--- src/rtl/ascon_drv_pkg.sv ---
// rtl/ascon_drv_pkg.sv - state encoding and sizing helper shared by the Ascon serial driver
package ascon_drv_pkg;

   typedef enum logic [2:0] {
      S_IDLE,
      S_CORE_RST,
      S_SHIFT,
      S_SETTLE,
      S_START,
      S_WAIT_RDY,
      S_CAPTURE,
      S_DONE
   } state_t;

   function automatic int max2(input int a, input int b);
      return (a > b) ? a : b;
   endfunction

endpackage

--- src/rtl/ascon_piso.sv ---
// rtl/ascon_piso.sv - parallel-load MSB-first shifter, zero fill once WIDTH bits are out
module ascon_piso #(
   parameter int WIDTH = 32,
   parameter int LEN   = 128
) (
   input  logic             clk,
   input  logic             rst,
   input  logic             load,
   input  logic             shift,
   input  logic [WIDTH-1:0] data,
   output logic             sout
);

   logic [LEN-1:0] sr;

   // Field is left-aligned so the zeros shifted in behind it become the tail fill.
   always_ff @(posedge clk or negedge rst) begin
      if (!rst) begin
         sr <= '0;
      end else if (load) begin
         sr <= LEN'(data) << (LEN - WIDTH);
      end else if (shift) begin
         sr <= {sr[LEN-2:0], 1'b0};
      end
   end

   assign sout = shift & sr[LEN-1];

endmodule

--- src/rtl/ascon_serial_driver.sv ---
// rtl/ascon_serial_driver.sv - drives one job into the bit-serial Ascon wrapper and collects data/tag
// ASCON_DRV_TIMEOUT_EN: bound WAIT_RDY to TIMEOUT cycles and flag res_err on expiry.
module ascon_serial_driver
   import ascon_drv_pkg::*;
#(
   parameter int K       = 128,
   parameter int L       = 32,
   parameter int Y       = 32,
   parameter int TIMEOUT = 4096
) (
   input  logic         clk,
   input  logic         rst,
   input  logic         job_valid,
   output logic         job_ready,
   input  logic [K-1:0] job_key,
   input  logic [127:0] job_nonce,
   input  logic [L-1:0] job_ad,
   input  logic [Y-1:0] job_data,
   input  logic         job_decrypt,
   output logic         asc_rst,
   output logic         keyxSI,
   output logic         noncexSI,
   output logic         associated_dataxSI,
   output logic         input_dataxSI,
   output logic         ascon_startxSI,
   output logic         decrypt,
   input  logic         output_dataxSO,
   input  logic         tagxSO,
   input  logic         ascon_readyxSO,
   output logic         res_valid,
   input  logic         res_ready,
   output logic [Y-1:0] res_data,
   output logic [127:0] res_tag,
   output logic         res_err
);

   localparam int N  = max2(max2(K, 128), max2(L, Y));
   localparam int W  = max2(Y, 128);
   localparam int CW = $clog2(max2(max2(N, W), TIMEOUT) + 1);

   state_t          state, state_nx;
   logic [CW-1:0]   cnt;
   logic            rdy_q;
   logic            accept;
   logic            shifting;
   logic            sample;
   logic            count_en;
   logic            timeout;
   logic            dec_q;
   logic [Y-1:0]    data_sr;
   logic [127:0]    tag_sr;

   assign accept   = (state == S_IDLE) && job_valid;
   assign shifting = (state == S_SHIFT);
   // Wrapper output is registered once, so a bit is valid the cycle after ready was seen high.
   assign sample   = (state == S_CAPTURE) && rdy_q;
   assign count_en = shifting || (state == S_WAIT_RDY) || sample;

   ascon_piso #(.WIDTH(K),   .LEN(N)) u_key   (.clk(clk), .rst(rst), .load(accept), .shift(shifting), .data(job_key),   .sout(keyxSI));
   ascon_piso #(.WIDTH(128), .LEN(N)) u_nonce (.clk(clk), .rst(rst), .load(accept), .shift(shifting), .data(job_nonce), .sout(noncexSI));
   ascon_piso #(.WIDTH(L),   .LEN(N)) u_ad    (.clk(clk), .rst(rst), .load(accept), .shift(shifting), .data(job_ad),    .sout(associated_dataxSI));
   ascon_piso #(.WIDTH(Y),   .LEN(N)) u_data  (.clk(clk), .rst(rst), .load(accept), .shift(shifting), .data(job_data),  .sout(input_dataxSI));

`ifdef ASCON_DRV_TIMEOUT_EN
   logic err_q;

   assign timeout = (state == S_WAIT_RDY) && !ascon_readyxSO && (cnt == CW'(TIMEOUT - 1));
   assign res_err = err_q;

   always_ff @(posedge clk or negedge rst) begin
      if (!rst) begin
         err_q <= 1'b0;
      end else if (accept) begin
         err_q <= 1'b0;
      end else if (timeout) begin
         err_q <= 1'b1;
      end
   end
`else
   assign timeout = 1'b0;
   assign res_err = 1'b0;
`endif

   always_ff @(posedge clk or negedge rst) begin
      if (!rst) begin
         state <= S_IDLE;
      end else begin
         state <= state_nx;
      end
   end

   always_comb begin
      state_nx       = state;
      job_ready      = 1'b0;
      asc_rst        = 1'b0;
      ascon_startxSI = 1'b0;
      res_valid      = 1'b0;
      case (state)
         S_IDLE: begin
            job_ready = 1'b1;
            if (job_valid) state_nx = S_CORE_RST;
         end
         S_CORE_RST: begin
            asc_rst  = 1'b1;
            state_nx = S_SHIFT;
         end
         S_SHIFT:    if (cnt == CW'(N - 1)) state_nx = S_SETTLE;
         S_SETTLE:   state_nx = S_START;
         S_START: begin
            ascon_startxSI = 1'b1;
            state_nx       = S_WAIT_RDY;
         end
         S_WAIT_RDY: begin
            if (ascon_readyxSO)  state_nx = S_CAPTURE;
            else if (timeout)    state_nx = S_DONE;
         end
         S_CAPTURE:  if (sample && (cnt == CW'(W - 1))) state_nx = S_DONE;
         S_DONE: begin
            res_valid = 1'b1;
            if (res_ready) state_nx = S_IDLE;
         end
         default:    state_nx = S_IDLE;
      endcase
   end

   // Counter restarts on every state change and saturates instead of wrapping.
   always_ff @(posedge clk or negedge rst) begin
      if (!rst) begin
         cnt   <= '0;
         rdy_q <= 1'b0;
      end else begin
         rdy_q <= ascon_readyxSO;
         if (state_nx != state) begin
            cnt <= '0;
         end else if (count_en && (cnt != '1)) begin
            cnt <= cnt + CW'(1);
         end
      end
   end

   always_ff @(posedge clk or negedge rst) begin
      if (!rst) begin
         data_sr <= '0;
         tag_sr  <= '0;
         dec_q   <= 1'b0;
      end else if (accept) begin
         data_sr <= '0;
         tag_sr  <= '0;
         dec_q   <= job_decrypt;
      end else if (sample) begin
         if (cnt < CW'(Y))   data_sr <= {output_dataxSO, data_sr[Y-1:1]};
         if (cnt < CW'(128)) tag_sr  <= {tagxSO, tag_sr[127:1]};
      end
   end

   assign decrypt  = dec_q;
   assign res_data = data_sr;
   assign res_tag  = tag_sr;

endmodule
--- config.mk ---
export PLATFORM = sky130hd
export DESIGN_NAME = ascon_serial_driver
export DESIGN_NICKNAME = d
export VERILOG_FILES = /design/src/rtl/ascon_drv_pkg.sv /design/src/rtl/ascon_piso.sv /design/src/rtl/ascon_serial_driver.sv
export SDC_FILE = /design/constraint.sdc
export NUM_CORES = 1
export LEC_CHECK = 0
export ABC_CLOCK_PERIOD_IN_PS = 4900
export BUFFER_PORTS_ARGS = -buffer_cell sky130_fd_sc_hd__buf_2
export CORE_AREA = 2 2 208 189
export CTS_CLUSTER_DIAMETER = 30
export CTS_CLUSTER_SIZE = 16
export DETAILED_ROUTE_END_ITERATION = 6
export DIE_AREA = 0 0 210 191
export GPL_ROUTABILITY_DRIVEN = 0
export MAX_ROUTING_LAYER = met4
export PLACE_DENSITY = 0.9
export SYNTH_ARGS = -nofsm -noshare
export SYNTH_HDL_FRONTEND = slang
export SYNTH_HIERARCHICAL = 1
export SYNTH_SLANG_ARGS = --single-unit
export TNS_END_PERCENT = 5
--- constraint.sdc ---
create_clock -name clk -period 4.9 [get_ports clk]
set_clock_uncertainty 0.1 [all_clocks]
set_input_delay 1.47 -clock clk [delete_from_list [all_inputs] [get_ports clk]]
set_output_delay 1.47 -clock clk [all_outputs]
set_load 0.03 [all_outputs]
==> flow_metrics.tcl <==
set metrics [dict create \
    outcome "completed" \
    netlist_area_um2 22150 \
    drv_slew 0 \
    arrival_ps 2310 \
    grt_pass1_wl_um 103300 \
    post-place-ws_ps 1592 \
    syn_inst 2200 \
    cts.path.max_buffers 3 \
    critical_path.cell_chain "nor3b_2 -> buf_12 -> and2_1 -> buf_2" \
    totalWireLength_um 66770 \
    leakage_nw 12.57 \
    wl_per_cell_um 20.65 \
    end_kind "output port" \
    drt_pass1_iterations 6 \
    die_h_um 191 \
    clk_pin_slew_ps 50 \
    io_pins 498 \
    finalHoldViolations 0 \
    num_rows 68 \
    avgSynthCellArea_um2 10.07 \
    maxCapViolCount 0 \
    grt_overflow_total 0 \
    start_util_pct 58.25 \
    fin_ws_ps 1015 \
    ant_nets 0 \
    synthesis.yosys.warnings 6 \
    worst_pin_slew_ps 1135 \
    drive_above_1_share_pct 25.84 \
    hold_depth 2 \
    path_delay_family "buffers and inverters" \
    path_max_fanout 59 \
    place_area_um2 24590 \
    reg2regPathDepth 5 \
    min_to "res_tag[0]" \
    worstHoldStart "res_tag[0]" \
    drc_errors 0 \
    relSlewSlack_pct 24.33 \
    cts_root_buf "clkbuf_16" \
    slowest_delay_ps 530 \
    worst_r2r_startpoint "state[0]" \
    worstReg2RegEnd "res_data[1]" \
    cts_made_buffers 94 \
    crit_required_ps 3330 \
    routed_via_density 5.951 \
    place_hpwl_um 38180 \
    io_buffers 496 \
    ys_seq_area_share_pct 56.25 \
    final_nets 2991 \
    design_area_um2 27990 \
    critPathBufInv 2 \
    numClockSinks 498 \
    die-area_um2 40110 \
    vias 19250 \
    clkLatencyLatePin_ps 630 \
    rsz0062_at_grt "no" \
    coreArea_um2 38030 \
    hold_class "reg -> reg" \
    cp-start-kind "flip-flop" \
    syn_nets 2529 \
    crit_type "reg -> out" \
    finalSetupViolCount 0 \
    grt_pass1_vias 19650 \
    drt_iter0_markers 2126 \
    fmax_mhz 257.4 \
    crit_slowest_cell "dfrtp_1" \
    grt_usage_pct 33.73 \
    tns_ps 0 \
    yosysUniqueCellTypes 40 \
    timing.final.crit_share_pct 79.28 \
    holdBufCountCts 0 \
    power_density_nw_per_um2 780.8 \
    die_w_um 210 \
    fin_crit_ps 3885 \
    synth-seq-cells 498 \
    cts_resized 0 \
    peakVddDrop_uv 692.4 \
    post_cts_buffers 0 \
    area_growth_pct 26.32 \
    htreeDepth 3 \
    cts_tree "built" \
    grt_max_degree 129 \
    antenna_found_initial 3 \
    r2r_slack_ps 1700 \
]
## registers in the layout, summed over array words and instances (netlist names)
signal	flops
res_tag	128
u_key/sr	128
u_nonce/sr	128
res_data	32
u_ad/sr	32
u_data/sr	32
cnt	13
state	3
decrypt	1
rdy_q	1
## final cells by class
| type | instances | area, um^2 |
|---|---|---|
| Antenna cell | 4 | 10.01 |
| Clock buffer | 120 | 2654 |
| Clock inverter | 54 | 737.0 |
| Fill cell | 2209 | 10040 |
| Inverter | 2 | 7.507 |
| Multi-Input combinational cell | 1533 | 8583 |
| Sequential cell | 498 | 12460 |
| Tap cell | 490 | 613.1 |
| Timing Repair Buffer | 533 | 2920 |
## tightest hold or removal path, cell delays in order (launching register included)
cell and delay, ps:
dfrtp_1 370, nand2_1 60, a21oi_1 60
## layout by cell type, fill, tap and decap left out, types with 2 or more instances in the layout
| cell type | count |
|---|---|
| nand2_1 | 648 |
| dfrtp_1 | 498 |
| buf_2 | 495 |
| mux2i_1 | 318 |
| o21ai_1 | 272 |
| a21oi_1 | 163 |
| clkbuf_16 | 97 |
| o21ai_0 | 50 |
| buf_4 | 25 |
| nor2_1 | 19 |
| clkinv_2 | 17 |
| bufinv_16 | 16 |
| clkbuf_8 | 14 |
| buf_12 | 12 |
| clkinvlp_4 | 10 |
| clkbuf_1 | 9 |
| nand2b_1 | 7 |
| xnor2_1 | 7 |
| clkinv_4 | 7 |
| nor3_1 | 6 |
| nand3_1 | 5 |
| diode_2 | 4 |
| nor4_1 | 4 |
| inv_6 | 4 |
| and2_1 | 4 |
| nor3b_1 | 3 |
| mux2_2 | 3 |
| inv_1 | 2 |
| a31oi_1 | 2 |
| nor3_2 | 2 |
| nand4_1 | 2 |
| nor4b_1 | 2 |
## per-stage QoR
step,total power [mW],utilization [%],hold WS (ps),cells
floorplan,12.56,-,407.3,2200
global placement,13.96,64.65,390.6,3056
detailed placement,14.42,64.65,412.0,3056
CTS,21.75,73.56,428.5,3230
global route,22.74,73.58,453.6,3233
finish,21.85,73.59,429.2,3234
## worst max path at each step
stage                     slack (ps)       endpoint       from  cells after the start
after floorplan                 1460         keyxSI   state[1]                      6
after global placement          1650  u_data/sr[96]  job_valid                      5
after detailed placement        1590    u_ad/sr[96]  job_valid                      5
after CTS                       1030       noncexSI   state[1]                      4
after global routing             960       noncexSI   state[1]                      4
final                           1020       noncexSI   state[1]                      4
## Yosys cell counts (all sizes together)
cell type,number,area (um^2)
mux2,3,33.78
clkbuf,98,367.9
a211oi,1,7.510
nor4bb,1,10.01
ha,1,12.51
dfrtp,498,12460
and3b,1,8.760
a21oi,163,815.8
xor2,1,8.760
a31oi,2,12.51
and2,5,31.28
conb,1,3.750
or3,2,17.52
nor3,8,45.04
nand3,5,25.02
nor3b,4,30.03
nand4b,1,8.760
and3,1,6.260
buf,69,747.0
or4b,1,10.01
o211ai,1,7.510
nand4,2,12.51
nand2b,7,43.79
nand2,648,2432
or4,1,11.26
nor4b,2,17.52
or2,1,6.260
nor2,19,71.32
mux2i,318,3183
o21ai,322,1612
xnor2,7,61.31
nor4,4,25.02
inv,2,7.510
## metal layers
layer	global-route usage, %	part of all wire [%]
met5	-	0
met2	54.91	49
met3	8.099	8.2
met1	38.72	37
met4	18.85	5.8
## cells by family (layout without fill, tap and decap cells)
logic type / Yosys count / count (layout) / synth area share, %
fa+ha+maj: 1 / 1 / 0.05647
xor+xnor: 8 / 8 / 0.3163
simple gates: 713 / 713 / 12.70
mux: 321 / 321 / 14.52
buf+inv: 169 / 709 / 5.066
other cells: 1 / 5 / 0.01693
flops: 498 / 498 / 56.25
compound gates: 489 / 489 / 11.08
## where the power goes
group | internal, mW | switching [mW] | total [mW] | leakage [nW]
clock network | 4.66 | 2.23 | 6.89 | 1.65
logic | 2.55 | 4.73 | 7.28 | 4.60
registers | 6.17 | 1.51 | 7.68 | 6.32
(Power assumes the default switching activity.)
